$ cat src/rtl/lfsr_gen.sv
// Maximal-length LFSR with Fibonacci/Galois modes, seed load,
// MISR signature compression and a period counter.
module lfsr_gen #(
  parameter int              WIDTH = 16,
  parameter int              MODE  = 0,
  parameter logic [WIDTH-1:0] SEED = '1
) (
  input  logic             clk,
  input  logic             reset,
  input  logic             en,
  input  logic             load,
  input  logic [WIDTH-1:0] seed_in,
  input  logic             misr_en,
  input  logic             din,
  output logic [WIDTH-1:0] q,
  output logic             bit_out,
  output logic             period_done,
  output logic             zero_err
);

  // Fibonacci tap positions as bit masks (tap t -> bit t-1)
  function automatic logic [31:0] fib_taps(input int w);
    case (w)
      4:       fib_taps = 32'h0000_000C;
      8:       fib_taps = 32'h0000_00B8;
      16:      fib_taps = 32'h0000_B400;
      24:      fib_taps = 32'h00E1_0000;
      32:      fib_taps = 32'h8020_0003;
      default: fib_taps = 32'h0;
    endcase
  endfunction

  // Galois mask: low-order polynomial terms including x^0
  function automatic logic [31:0] gal_mask(input int w);
    case (w)
      4:       gal_mask = 32'h0000_0009;
      8:       gal_mask = 32'h0000_0071;
      16:      gal_mask = 32'h0000_6801;
      24:      gal_mask = 32'h00C2_0001;
      32:      gal_mask = 32'h0040_0007;
      default: gal_mask = 32'h0;
    endcase
  endfunction

  if (!(WIDTH == 4 || WIDTH == 8 || WIDTH == 16 ||
        WIDTH == 24 || WIDTH == 32)) begin : g_bad_width
    $error("lfsr_gen: unsupported WIDTH %0d", WIDTH);
  end

  if (SEED == '0) begin : g_bad_seed
    $error("lfsr_gen: SEED must be nonzero");
  end

  if (MODE != 0 && MODE != 1) begin : g_bad_mode
    $error("lfsr_gen: MODE must be 0 or 1");
  end

  localparam logic [WIDTH-1:0] TAPS    = WIDTH'(fib_taps(WIDTH));
  localparam logic [WIDTH-1:0] MASK    = WIDTH'(gal_mask(WIDTH));
  localparam logic [WIDTH-1:0] ONE     = WIDTH'(1);
  localparam logic [WIDTH-1:0] CNT_MAX = '1;
  localparam logic [WIDTH-1:0] CNT_PRE = {{(WIDTH-1){1'b1}}, 1'b0};
  localparam bit               GALOIS  = (MODE == 1);

  logic [WIDTH-1:0] q_q, q_d;
  logic [WIDTH-1:0] cnt_q, cnt_d;
  logic [WIDTH-1:0] step_v;
  logic             pd_q, pd_d;
  logic             ze_q, ze_d;
  logic             d_in;
  logic             fib_fb;
  logic             gal_m;

  assign d_in   = misr_en & din;
  assign fib_fb = (^(q_q & TAPS)) ^ d_in;
  assign gal_m  = q_q[WIDTH-1] ^ d_in;

  always_comb begin
    step_v = {q_q[WIDTH-2:0], fib_fb};
    if (GALOIS) begin
      step_v = {q_q[WIDTH-2:0], 1'b0} ^ (gal_m ? MASK : '0);
    end
  end

  // load outranks en; a zero seed is replaced by 1 and flagged
  always_comb begin
    q_d   = q_q;
    cnt_d = cnt_q;
    pd_d  = 1'b0;
    ze_d  = 1'b0;
    if (load) begin
      cnt_d = '0;
      if (seed_in == '0) begin
        q_d  = ONE;
        ze_d = 1'b1;
      end else begin
        q_d = seed_in;
      end
    end else if (en) begin
      q_d   = step_v;
      cnt_d = (cnt_q == CNT_MAX) ? '0 : cnt_q + 1'b1;
      pd_d  = (cnt_q == CNT_PRE);
    end
  end

  always_ff @(posedge clk) begin
    if (reset) begin
      q_q   <= SEED;
      cnt_q <= '0;
      pd_q  <= 1'b0;
      ze_q  <= 1'b0;
    end else begin
      q_q   <= q_d;
      cnt_q <= cnt_d;
      pd_q  <= pd_d;
      ze_q  <= ze_d;
    end
  end

  assign q           = q_q;
  assign bit_out     = q_q[WIDTH-1];
  assign period_done = pd_q;
  assign zero_err    = ze_q;

endmodule

$ cat config.mk
export PLATFORM = sky130hd
export DESIGN_NAME = lfsr_gen
export DESIGN_NICKNAME = d
export VERILOG_FILES = /design/src/rtl/lfsr_gen.sv
export SDC_FILE = /design/constraint.sdc
export NUM_CORES = 1
export LEC_CHECK = 0
export ABC_AREA = 1
export BUFFER_PORTS_ARGS = -buffer_cell sky130_fd_sc_hd__buf_2
export CORE_MARGIN = 8
export CORE_UTILIZATION = 53
export DETAILED_ROUTE_END_ITERATION = 10
export PLACE_DENSITY_LB_ADDON = 0.12
export SKIP_LAST_GASP = 1
export SLEW_MARGIN = 20
export SYNTH_ARGS = -nofsm -noshare
export SYNTH_HDL_FRONTEND = slang
export SYNTH_SLANG_ARGS = --single-unit
$ cat constraint.sdc
create_clock -name clk -period 1.5 [get_ports clk]
set_input_delay 0.15 -clock clk [delete_from_list [all_inputs] [get_ports clk]]
set_output_delay 0.15 -clock clk [all_outputs]
set_load 0.03 [all_outputs]
==> impl_results.md <==
- Syn. warnings: 0
- TritonRoute pass-1 iters: 4
- Post-route ant nets: 0
- Yosys top cell by area: dfxtp_1
- FP Rows: 20
- CORE AREA: 3080 um^2
- Met3 WL: roughly 230 um
- Iteration-0 DRC Markers: ~130
- Worst setup path startpoint: cnt_q[0]$_SDFFE_PP0P_
- Ys async rst share: 0
- CTS buffer count: 5
- Placed instance count: 339
- Slew Limit Fails: 0
- Clock slew seen by the registers of the worst setup and hold paths: 110 ps
- Setup ws final: slightly below 100 ps
- Overall power: around 1.8 mW
- Routability cong.: between 0.8 and 0.9
- Congestion Overflow GR: 0
- Slew of the pin with the lowest slew margin: around 420 ps
- Met1 wire length: roughly 1.8 mm
- Crit path max fanout: 7
- Starting Density: 0.557
- Setup crit end: cnt_q[13]$_SDFFE_PP0P_
- Peak Freq: between 700 and 800 MHz
- Die ar.: 5310 um^2
- Placement Setup Slack: between 20 and 25 ps
- Most frequent cells after synthesis: 76 x nand2_1, 39 x nor2_1, 34 x dfxtp_1
- Num ports: 41
- Minimum clock period: roughly 1400 ps
- CP Data Arrival Time: 1630 ps
- Fin nets: 328
- Synth Net Count: 280
- Element type at the critical path start: flip-flop
- Antenna diodes: 0
- Yosys top cell area share: 0.397
- Crit path kind: flip-flop to flip-flop
- Synth unique cells: 28
- Non-filler cells, final: between 300 and 400
- Final setup fails: 0
- Fin util: 0.678
- Highest Signal Layer: met4
- Die Width: ~73 um
- Later-pin clock latency in the skew report: between 300 and 400 ps
- RSZ-0062 raised after global routing: no
- Met2 routed WL: about 1.8 mm
- Clock buffer depth: 2
- Reg2Reg Depth: 10
- Hold Vio Cnt, Final: 0
- CTS tree: yes
- Final Hold Slack: a little under 50 ps
- Layout Cell Area excl Fill: 2090 um^2
- End of the worst register-to-register path: cnt_q[13]$_SDFFE_PP0P_
- Layout area overhead: 21.8%
- Clock root buffer: clkbuf_4
- FF-to-FF setup slack: 100 ps
- Sequential area share after synthesis: 0.397
- Placement Cell Area: between 1500 and 2000 um^2
- Synthesized cell area: around 1700 um^2
- PD cells: approximately 870 nW/um^2
- Worst reg2reg path startpoint: cnt_q[0]$_SDFFE_PP0P_
- Peak supply drop: roughly 540 uV
- FF/Latch Area: 686 um^2
- Count leader, synth: nand2_1
- CTS sink cnt: 34
- Dominant synthesized flop cell: dfxtp_1
- Via count: around 1700
- Share of layout cells above drive strength 1: 0.243
- Period utilisation layout: 0.935
- Wirelength per Cell: 11.2 um
- LEAKAGE: roughly 0.96 nW
- Max_cap viols: 0
- Vias/cell: 4.91
- Post-synth EDFFs: 0
- Slew headroom: 0.716
- Avg Synthesized Cell Area: approximately 6.7 um^2
- Gr usage total: 0.152
- IO buf count: 40
- Largest net degree at the start of global routing: 21
- Seq cells post-synth: 34
- Worst EP required: roughly 1700 ps
- Outcome: completed
- Post-Route Skew: around 7.5 ps
- H-tree levels: 2
- Fillers: a little under 300
- Worst setup EP type: flip-flop
- Multi-input combinational cell area: 920 um^2
- Synth Instances: 256
- Vias in the first global route: between 1500 and 2000
- Number of antenna violations at the first check in global routing: 0
- Die Y: roughly 73 um
- Final HPWL DP: between 2 and 3 mm
- Total Routed Length: between 3 and 4 mm
- Largest cells by area after synthesis: dfxtp_1 40%, nand2_1 17%, nor2_1 8.5%
- Hold bufs inserted after CTS: 0
- Setup TNS: 0 ps
- First-pass GRT wire length: 6.61 mm
- HP Start: seed_in[10]
- Residual DRC: 0
- Min-Delay Path Class: input port to flip-flop
## placed cells by master (no fill, tap or decap), drive strengths merged
cell	n
clkbuf	7
a21oi	20
o211ai	2
buf	48
dfxtp	34
clkinv	2
xnor2	1
nand3	15
xor2	2
ha	2
nor2	44
nor3	3
nand4	3
and2	1
inv	27
o21ai	7
nand2	80
a211o	6
nor4	1
## worst min path at each step
stage / endpoint / slack [ps] / cells after the start
final: q[10]$_SDFFE_PP1P_ / 50 / 3
after CTS: q[10]$_SDFFE_PP1P_ / 40 / 3
after detailed placement: q[10]$_SDFFE_PP1P_ / 400 / 3
after floorplan: q[1]$_SDFFE_PP1P_ / 290 / 2
after global placement: q[1]$_SDFFE_PP1P_ / 400 / 3
after global routing: q[4]$_SDFFE_PP1P_ / 40 / 3
## report_power, final
group / internal, mW / total, mW / switching, mW
registers: 0.940 / 0.970 / 0.0299
logic: 0.109 / 0.319 / 0.210
clock network: 0.227 / 0.533 / 0.306
## timing repair
item / 4_1_cts / 5_1_grt
resized for setup: 0 / 8
endpoints found under the setup margin: 0 / 8
buffers inserted: 0 / 2
## critical path: stages, from the launching register on
cell and delay, ps:
dfxtp_4 380, ha_4 140, nand2_2 80, nor2_4 130, nand2_2 80, nor2_4 140, nand2_1 80, nand2_2 110
inv_4 70, o21ai_2 50, nor2_1 40
## layer usage
layer | global-route usage | vias up
met4 | 0.0533 | 0
met1 | 0.178 | 766
met2 | 0.253 | 31
met5 | 0 | -
li1 | - | 910
met3 | 0.0453 | 7
## cells by family after synthesis
group | count (synthesis) | share of synthesized area
AND/OR/NAND/NOR | 147 | 0.366
AO/OA/AOI/OAI | 35 | 0.125
buffers and inverters | 35 | 0.0825
flip-flops | 34 | 0.397
XOR/XNOR | 3 | 0.0153
adder cells (fa/ha/maj) | 2 | 0.0146
## sequential cells by signal (all words and copies together), names as in the netlist
signal / flops
q: 16
period_done: 1
zero_err: 1
cnt_q: 16
## layout make-up
type                            count  area share
Inverter                           28      0.0515
Timing Repair Buffer               48       0.125
Clock buffer                        7      0.0264
Sequential cell                    34       0.328
Clock inverter                      1     0.00240
Tap cell                           44      0.0264
Multi-Input combinational cell    187       0.440
(Power assumes the default switching activity.)
